File: src/rtl/mem_access_unit.sv
// MEM-stage load/store controller sitting in front of the 4 KB data memory.
// One request per handshake; registered response with alignment-error flags.
module mem_access_unit #(
    parameter int ADDR_LSB = 2,
    parameter int ADDR_MSB = 11
) (
    input  logic                       clk,
    input  logic                       rst,
    input  logic                       req_valid,
    output logic                       req_ready,
    input  logic [3:0]                 req_op,
    input  logic [31:0]                req_addr,
    input  logic [31:0]                req_wdata,
    input  logic [4:0]                 req_rd,
    output logic [ADDR_MSB-ADDR_LSB:0] dm_addr,
    output logic [3:0]                 dm_be,
    output logic [31:0]                dm_din,
    output logic                       dm_wr,
    input  logic [31:0]                dm_dout,
    output logic                       resp_valid,
    input  logic                       resp_ready,
    output logic [31:0]                resp_rdata,
    output logic [4:0]                 resp_rd,
    output logic                       resp_is_load,
    output logic                       exc_adel,
    output logic                       exc_ades,
    output logic [31:0]                exc_badvaddr
);

    localparam logic [0:0] IDLE   = 1'b0;
    localparam logic [0:0] ACCESS = 1'b1;

    logic [0:0]  state_q, state_d;
    logic [3:0]  op_q, op_d;
    logic [31:0] addr_q, addr_d;
    logic [31:0] wdata_q, wdata_d;
    logic [4:0]  rd_q, rd_d;
    logic        rvalid_q, rvalid_d;
    logic [31:0] rdata_q, rdata_d;
    logic [4:0]  rrd_q, rrd_d;
    logic        rload_q, rload_d;
    logic        adel_q, adel_d;
    logic        ades_q, ades_d;
    logic [31:0] bad_q, bad_d;

    logic is_lb, is_lh, is_lw, is_lbu, is_lhu, is_sb, is_sh, is_sw;
    logic byte_op, half_op, word_op, load_op, store_op, mis, accept;
    logic [3:0]  be_c;
    logic [7:0]  byte_sel;
    logic [15:0] half_sel;
    logic [31:0] ld_data;

    assign is_lb  = (op_q == 4'b0000);
    assign is_lh  = (op_q == 4'b0001);
    assign is_lw  = (op_q == 4'b0010);
    assign is_lbu = (op_q == 4'b0100);
    assign is_lhu = (op_q == 4'b0101);
    assign is_sb  = (op_q == 4'b1000);
    assign is_sh  = (op_q == 4'b1001);
    assign is_sw  = (op_q == 4'b1010);

    assign byte_op  = is_lb | is_lbu | is_sb;
    assign half_op  = is_lh | is_lhu | is_sh;
    assign word_op  = is_lw | is_sw;
    assign load_op  = is_lb | is_lh | is_lw | is_lbu | is_lhu;
    assign store_op = is_sb | is_sh | is_sw;
    assign mis      = (half_op && addr_q[0]) ||
                      (word_op && (addr_q[1:0] != 2'b00));

    always_comb begin
        be_c = 4'b0000;
        if (!mis) begin
            if (byte_op)      be_c = 4'b0001 << addr_q[1:0];
            else if (half_op) be_c = addr_q[1] ? 4'b1100 : 4'b0011;
            else if (word_op) be_c = 4'b1111;
        end
    end

    // Byte 0 of the memory word is dm_dout[7:0]
    assign byte_sel = dm_dout[{addr_q[1:0], 3'b000} +: 8];
    assign half_sel = addr_q[1] ? dm_dout[31:16] : dm_dout[15:0];

    always_comb begin
        ld_data = 32'h0;
        if (is_lb)  ld_data = {{24{byte_sel[7]}}, byte_sel};
        if (is_lbu) ld_data = {24'h0, byte_sel};
        if (is_lh)  ld_data = {{16{half_sel[15]}}, half_sel};
        if (is_lhu) ld_data = {16'h0, half_sel};
        if (is_lw)  ld_data = dm_dout;
    end

    assign req_ready = (state_q == IDLE) && (!rvalid_q || resp_ready) && !rst;
    assign accept    = req_valid && req_ready;

    assign dm_addr = addr_q[ADDR_MSB:ADDR_LSB];
    assign dm_din  = wdata_q;
    assign dm_be   = (state_q == ACCESS) ? be_c : 4'b0000;
    // Gated by rst so a reset during ACCESS suppresses the falling-edge write
    assign dm_wr   = (state_q == ACCESS) && store_op && !mis && !rst;

    always_comb begin
        state_d  = state_q;
        op_d     = op_q;
        addr_d   = addr_q;
        wdata_d  = wdata_q;
        rd_d     = rd_q;
        rvalid_d = rvalid_q;
        rdata_d  = rdata_q;
        rrd_d    = rrd_q;
        rload_d  = rload_q;
        adel_d   = adel_q;
        ades_d   = ades_q;
        bad_d    = bad_q;
        if (rvalid_q && resp_ready) rvalid_d = 1'b0;
        case (state_q)
            IDLE: begin
                if (accept) begin
                    op_d    = req_op;
                    addr_d  = req_addr;
                    wdata_d = req_wdata;
                    rd_d    = req_rd;
                    state_d = ACCESS;
                end
            end
            default: begin
                state_d  = IDLE;
                rvalid_d = 1'b1;
                rdata_d  = (load_op && !mis) ? ld_data : 32'h0;
                rrd_d    = rd_q;
                rload_d  = load_op && !mis;
                adel_d   = load_op && mis;
                ades_d   = store_op && mis;
                bad_d    = mis ? addr_q : 32'h0;
            end
        endcase
    end

    always_ff @(posedge clk) begin
        if (rst) begin
            state_q  <= IDLE;
            op_q     <= 4'h0;
            addr_q   <= 32'h0;
            wdata_q  <= 32'h0;
            rd_q     <= 5'h0;
            rvalid_q <= 1'b0;
            rdata_q  <= 32'h0;
            rrd_q    <= 5'h0;
            rload_q  <= 1'b0;
            adel_q   <= 1'b0;
            ades_q   <= 1'b0;
            bad_q    <= 32'h0;
        end else begin
            state_q  <= state_d;
            op_q     <= op_d;
            addr_q   <= addr_d;
            wdata_q  <= wdata_d;
            rd_q     <= rd_d;
            rvalid_q <= rvalid_d;
            rdata_q  <= rdata_d;
            rrd_q    <= rrd_d;
            rload_q  <= rload_d;
            adel_q   <= adel_d;
            ades_q   <= ades_d;
            bad_q    <= bad_d;
        end
    end

    assign resp_valid   = rvalid_q;
    assign resp_rdata   = rdata_q;
    assign resp_rd      = rrd_q;
    assign resp_is_load = rload_q;
    assign exc_adel     = adel_q;
    assign exc_ades     = ades_q;
    assign exc_badvaddr = bad_q;

endmodule

File: config.mk
export PLATFORM = sky130hd
export DESIGN_NAME = mem_access_unit
export DESIGN_NICKNAME = d
export VERILOG_FILES = /design/src/rtl/mem_access_unit.sv
export SDC_FILE = /design/constraint.sdc
export NUM_CORES = 1
export LEC_CHECK = 0
export ABC_AREA = 1
export CAP_MARGIN = 20
export CORE_ASPECT_RATIO = 1.4
export CORE_MARGIN = 8
export CORE_UTILIZATION = 38
export CTS_BUF_LIST = sky130_fd_sc_hd__clkbuf_2 sky130_fd_sc_hd__clkbuf_4 sky130_fd_sc_hd__clkbuf_8
export DETAILED_ROUTE_END_ITERATION = 8
export PLACE_DENSITY = 0.75
export SYNTH_ARGS = -nofsm -noshare
export SYNTH_HDL_FRONTEND = slang
export SYNTH_SLANG_ARGS = --single-unit
File: constraint.sdc
create_clock -name clk -period 1.8 [get_ports clk]
set_clock_uncertainty 0.05 [all_clocks]
set_input_delay 0.54 -clock clk [delete_from_list [all_inputs] [get_ports clk]]
set_output_delay 0.54 -clock clk [all_outputs]
set_load 0.03 [all_outputs]
# == Yosys cells after proc, flatten, opt, wreduce, memory -nomap -nowiden ==
# Index checks and enable logic that the tools add are counted.
# classes
n_addsub,0
mul,0
div,0
order_cmp,0
eq_ne,7
shifts,2
muxes,17
n_bitwise,12
n_reduce_logical,22
# op_table
cell,n
$mux 32,7
$shiftx 32x6->8,1
$mux 4,6
$mux 16,1
$eq 4x4->1 const B,3
$logic_and 1x1->1,12
$or 1x1->1,11
$eq 4x3->1 const B,2
$eq 4x1->1 const B,1
$eq 4x2->1 const B,1
$logic_not 4->1,1
$reduce_bool 2->1,2
$shl 1x2->4 const A,1
$logic_not 1->1,3
$mux 1,3
$logic_or 1x1->1,2
$reduce_and 2->1,1
$reduce_or 2->1,1
$not 1->1,1
# totals
reg_bits,147
latch_bits,0
ram_bits,0
mem_bits_ro,0
inputBits,109
output_inout_bits,121
word_cells,72
memories,0

# == Depth between registers and ports, before layout ==
# Gate-level depths: netlist (run 1).
# logic_depth
depth_word,8
mapped_depth,12
depth_no_buf,11

# == Worst setup path before layout (run 1) ==
# OpenSTA, ideal clock, no wires.
# synth_path
path_type,register -> output
from,register addr_q[1]
to,output port dm_be[0]
t_arrival_ns,1.668
t_required_ns,1.210
slack_ns,-0.458
stages_incl_launch_ff,8
path_buffers,2
path_cell_list,dfxtp_1 > clkbuf_2 > inv_1 > buf_2 > nand2_1 > inv_1 > o21ai_0 > nor3_1
# synth_via
elab_chain_cells,5
elab_cells_between_ends,9
classes_between,1 x shift; 5 x mux; 3 x reduce/logical
# synth_lines
item,line,rtl
from (decl),35,"logic [31:0] addr_q, addr_d;"
from (signal assigned),155,addr_q <= addr_d;
$mux 4 or $reduce_bool 2->1 (tied branches),"74, 68",
$mux 4 or $logic_and 1x1->1 (tied branches),"74, 68",
$mux 4 or $logic_or 1x1->1 (tied branches),"73, 67",
$mux 4 (*),72,if (!mis) begin
$mux 4 (*),97,assign dm_be = (state_q == ACCESS) ? be_c : 4'b0000;
to (decl),16,"output logic [3:0] dm_be,"
# Mark *: on every way between the ends. The rest lies on a longest branch, timed or not.

# == Worst setup path in the final report (run 1) ==
# layout_path
from,register op_q[2]
to,output port dm_be[3]
# layout_via
elab_chain_cells,7
elab_cells_between_ends,21
classes_between,7 x eq/ne; 5 x mux; 5 x bitwise; 4 x reduce/logical
# layout_lines
item,line,rtl
from (decl),34,"logic [3:0] op_q, op_d;"
from (signal assigned),154,op_q <= op_d;
"$eq 4x2->1, or another cell as far along",55,assign is_lw = (op_q == 4'b0010);
"$or 1x1->1, on equally long branches","64, 63",
$mux 4 or $or 1x1->1 (tied branches),"75, 63",
$mux 4 or $logic_and 1x1->1 (tied branches),"74, 67",
$mux 4 or $logic_or 1x1->1 (tied branches),"73, 67",
$mux 4 (*),72,
$mux 4 (*),97,
# Marks and branches as above.

==> results.cfg, run 1 <==
[sta]
period_share_pct = 129
tightest_slew_ps = 499
hold_viol = 0
setup_slack_ps = -515
fmax_mhz = 432
setup_tns_ps = -2680
finalSetupViolations = 7
drv_slew = 0
min_period_ps = 2310
rsz0062_at_grt = true
slew_headroom_pct = 66.7

[synthesis]
synth.most_common_cell = nand2_1
synth_top_area_share_pct = 48.1
ys_warn_count = 0
async_reset_ff_share_pct = 0
ys_top_cells_by_area = dfxtp_1, nand2_1, o21ai_0
synth_cell_types = 26
synth_nets = 973
ys_seq_area_share_pct = 48.1
synthCells = 864
synth-seq-cells = 147
synth_edf_count = 0
synth_common_cells = nand2_1, dfxtp_1, o21ai_0
synth_area_um2 = 6110
synth_top_area_cell = dfxtp_1
ys.flop_type = dfxtp_1
synth.avg_cell_area_um2 = 7.08

[placed_design]
port_buffers = 229
dp_slack_ps = -434
hpwl_mm = 15.1
place_inst = 1286
gp_congestion = 0.938

[clocking]
clockBufferDepth = 2
h-tree-depth = 4
root_buffer = clkbuf_8
cts_buffers = 17
cts_hold_buffers = 0
clkSlewWorstSetupHoldPaths_ps = 90
clkSinkCount = 147
clock_latency_ps = 440
cts_tree = done

[pwr]
p_sw_mw = 2.63
p_per_area_nw_per_um2 = 852
swShare_pct = 32.6
p_seq_share_pct = 44.7
power_mw = 8.06
p_leak_nw = 3.93
combPwrFrac_pct = 23.9
ir_worst_vdd_mv = 0.510
power_frac_clock_pct = 31.5
intPower_mw = 5.43

[routing]
drtPass1Iterations = 5
postRouteAntennaNets = 0
drt-total-wl_mm = 21.1
avgRoutedWirePerCell_um = 15.7
via_per_inst = 4.95
drtIter0Drc = 431
vias = 6642
drc = 0

[global_routing]
grtUsageTotal_pct = 20.0
grt_overflow = 0
grt_pass1_vias = 6491
grt_antenna_before_repair = 1
grt_pass1_wl_mm = 32.7
grt_max_degree = 77

[finish]
fin_cells = 1341
fin_nets = 1237
nFillCells = 1503
seq_area_um2 = 2960
area_growth_syn_to_layout_pct = 54.8
drive_gt1_share_pct = 22.2
multiInputGateArea_um2 = 2870

[status]
violations = setup timing
outcome = finished with violations

[worst_hold_path]
min_to = exc_badvaddr[20]
hold_path.class = register to register
hold_depth = 2
hold_start = addr_q[20]

[die]
start_util_pct = 38.3
dieHeight_um = 166
ioPinCount = 230
core-area_um2 = 16000
die-area_um2 = 20500
rows = 55
die_w_um = 123

[critical_path]
critPathMaxFanout = 4
reg2reg_depth = 16
crit_arrival_ps = 1720
required_ps = 1210
path_class = register to output port
crit_start = op_q[2]
worstReg2RegEnd = exc_badvaddr[0]
rr_startpoint = op_q[1]
critPathLaunchType = register
end_kind = output port
r2r_setup_slack_ps = -230

[job]
drv_cap = 0
## registers in the layout, indices dropped and copies added (netlist names), 4 cells and up
register,count
addr_q,32
dm_din,32
exc_badvaddr,32
op_q,4
rd_q,5
resp_rd,5
resp_rdata,32
## worst max path at each step
| stage | slack, ps | end |
|---|---|---|
| after global placement | -420 | req_ready |
| after floorplan | -70 | dm_be[0] |
| after CTS | -500 | dm_be[3] |
| after detailed placement | -430 | dm_wr |
| final | -510 | dm_be[3] |
| after global routing | -600 | dm_be[3] |
## what timing repair did
| item | CTS | global route |
|---|---|---|
| hold endpoints to repair | 0 | 0 |
| pin swaps | 5 | 8 |
| endpoints found under the setup margin | 152 | 143 |
| buffers inserted | 17 | 16 |
| gates resized for setup | 258 | 123 |
## critical path, stage by stage (launching register included)
cell     delay (ps)
dfxtp_4         370
nand2_2          90
nand2_2         100
nand2_2          70
nand2_4          90
nand2_4          80
buf_6           130
nor3_4          220
buf_12          150
## through the flow
step / hold WS [ps] / utilization [%] / cell area [µm²]
after global placement: 395 / 56.0 / 8940
after CTS: 415 / 59.8 / 9550
final: 414 / 59.3 / 9470
after detailed placement: 402 / 56.0 / 8940
after global routing: 438 / 59.3 / 9470
after floorplan: 387 / - / 6180
## kinds of logic after synthesis
| group | share of synthesized area, % |
|---|---|
| compound gates | 19.4 |
| buf+inv | 7.82 |
| flops | 48.1 |
| simple gates | 24.6 |
## power by group through the flow
stage	combinational (mW)	sequential, mW	clock [mW]
6_report	1.93	3.60	2.54
5_1_grt	2.08	3.63	2.71
4_1_cts	1.91	3.60	2.60
3_5_place_dp	1.93	3.67	0
3_3_place_gp	1.91	3.67	0
2_1_floorplan	0.722	3.95	0
## layout make-up
class                   count  area share, %
repair buffers            313           30.0
well taps                 199           2.63
clock inverters            14           1.51
multi-input cells         611           30.3
flip-flops and latches    147           31.3
diodes                      1         0.0264
clock buffers              18           2.55
inverters                  38           1.61
## placed cells by master (no fill, tap or decap), drive strengths merged, types with 5 or more instances in the layout
master         netlist  layout
clkbuf              32      70
nand3               30      30
a21oi               87      87
nand2              306     306
clkdlybuf4s50        0     106
dfxtp              147     147
buf                 36      92
o31ai                6       6
inv                 37      43
o21ai              138     138
clkdlybuf4s15        0      58
clkinv               1       7
nor2                32      32
dlygate4sd2          0       5
## layer usage
layer / wire (µm) / track usage [%] / share of wire, % / vias up
met5: 0 / 0 / 0 / -
met4: 555 / 8.09 / 2.6 / 0
met3: 1810 / 6.53 / 8.6 / 38
met2: 10800 / 35.1 / 51 / 235
met1: 7950 / 21.3 / 38 / 3047
li1: - / - / - / 3322
Note: power is estimated with default switching activity, not from simulation.
==> run 2, diff against run 1 <==
--- a/config.mk
+++ b/config.mk
@@ -6,7 +6,7 @@
 export NUM_CORES = 1
 export LEC_CHECK = 0
 export ABC_AREA = 1
-export CAP_MARGIN = 20
+export CAP_MARGIN = 10
 export CORE_ASPECT_RATIO = 1.4
 export CORE_MARGIN = 8
 export CORE_UTILIZATION = 38
==> constraint.sdc (replaced) <==
create_clock -name clk -period 2.3 [get_ports clk]
set_clock_uncertainty 0.05 [all_clocks]
set_input_delay 0.69 -clock clk [delete_from_list [all_inputs] [get_ports clk]]
set_output_delay 0.69 -clock clk [all_outputs]
set_load 0.03 [all_outputs]
==> run 2 against run 1 <==
Net effect:
- the run still ends with setup timing left
- global-route usage decreased by 0.22 points
- largest cell class unchanged
- die area unchanged
- sequential power decreased by 22%
- critical path depth unchanged
- sequential cell count unchanged
- sequential share of layout area increased by 0.32 points
- cell area decreased by 0.94%
- utilization decreased by 0.56 points
- worst hold slack about the same
==> results.cfg, run 2 (same netlist as run 1, synthesis figures left out) <==
[critical_path]
required_ps = 1560
path_class = register to output port
crit_arrival_ps = 1710
max_stage_delay_ps = 380
path_cells = inv_6 -> nor2_4 -> nand2_2 -> nand2_2 -> nand2_4 -> nand2_8 -> nor3_4 -> buf_12
end_kind = output port
slowest_stage = dfxtp_4
critPathMaxFanout = 7
critPathLaunchType = register
cp_common_cell = nand2_2

[die]
ioPinCount = 230
rows = 55
dieHeight_um = 166
start_util_pct = 38.3
die-area_um2 = 20500
core-area_um2 = 16000
die_w_um = 123

[routing]
avgRoutedWirePerCell_um = 16.0
via_per_inst = 4.95
postRouteAntennaNets = 0
drtIter0Drc = 531
drtPass1Iterations = 5
drt-total-wl_mm = 20.8
drc = 0
vias = 6419

[finish]
fin_cells = 1296
seq_area_um2 = 2970
nFillCells = 1467
area_growth_syn_to_layout_pct = 53.4
diodes = 0
layout_commonest_cell = nand2_1
final_util_pct = 58.7
final_cell_mix = nand2_1, clkdlybuf4s50_1, dfxtp_1, o21ai_0, a21oi_1
multiInputGateArea_um2 = 2850
fin_nets = 1193
drive_gt1_share_pct = 11.0

[sta]
finalSetupViolations = 5
fmax_mhz = 409
rsz0062_at_grt = true
min_period_ps = 2450
slew_headroom_pct = 69.8
hold_viol = 0
drv_slew = 0
tightest_slew_ps = 453
setup_tns_ps = -559
setup_slack_ps = -148
period_share_pct = 106

[clocking]
root_buffer = clkbuf_8
cts_tree = done
h-tree-depth = 4
clockBufferDepth = 2
clock_latency_ps = 450
cts_buffers = 17
cts_hold_buffers = 0
clkSlewWorstSetupHoldPaths_ps = 90
clkSinkCount = 147

[placed_design]
hpwl_mm = 15.0
port_buffers = 229
gp_congestion = 0.903
place_inst = 1262

[status]
outcome = finished with violations
violations = setup timing

[pwr]
p_leak_nw = 3.90
p_per_area_nw_per_um2 = 678
power_mw = 6.36
ir_worst_vdd_mv = 0.510

[job]
drv_cap = 0

[global_routing]
grtUsageTotal_pct = 19.8
grt_pass1_wl_mm = 32.1
grt_pass1_vias = 6186
grt_max_degree = 55
grt_antenna_before_repair = 0
grt_overflow = 0

[worst_hold_path]
hold_path.class = register to register
## run 2: changes by cell type in the layout (fill, tap and decap cells not counted), moves of 17 or more
cell             change
clkbuf_2            -52
dlymetal6s2s_1      +18
clkdlybuf4s50_1     +95
clkdlybuf4s15_1     -34
buf_6               -17
clkdlybuf4s15_2     -24
buf_4               -30
## run 2: final cells by class
class                      count  area share (%)
clock inverter                15            1.77
clock buffer                  17            2.49
tap                          199            2.65
inverter                      38            1.63
timing repair buffer         269            29.4
multi-input combinational    611            30.4
sequential                   147            31.6
## run 2: path summary, 6_finish.rpt
kind,slack (ps),from,to,depth (start not counted)
max,-150,op_q[1],dm_be[2],8
min,410,addr_q[17],exc_badvaddr[17],2
max reg2reg,220,op_q[1],resp_rdata[12],12
min reg2reg,410,addr_q[17],exc_badvaddr[17],2
## run 2: metrics by stage
step                      hold slack, ps  cell area (µm²)  worst slack, ps
after floorplan                      387             6120            -79.3
after global placement               395             8720             -307
after detailed placement             399             8720             -333
after CTS                            414             9300             -148
after global routing                 436             9380             -240
final                                414             9380             -148
## run 2: repair_timing
action / CTS / global route
gates resized for setup: 55 / 23
endpoints found under the setup margin: 8 / 23
pin swaps: 11 / 5
setup buffers: 4 / 1
## run 2: routing by layer
metal,track usage (%),part of all wire (%),vias to the layer above
li1,-,-,3245
met1,21.7,39,2888
met2,32.7,49,254
met3,7.83,9.6,32
met4,8.83,2.5,0
met5,0,0,-
## run 2: report_power, final
group	internal (mW)	switching [mW]	total, mW
logic	0.653	0.849	1.50
clock network	0.902	1.14	2.04
registers	2.72	0.105	2.82
## run 2: worst max-delay path, delay by kind of cell, from the launching register on
family / cells / cell delay (ps)
AND/OR/NAND/NOR: 6 / 650
flip-flops: 1 / 380
buffers and inverters: 2 / 220
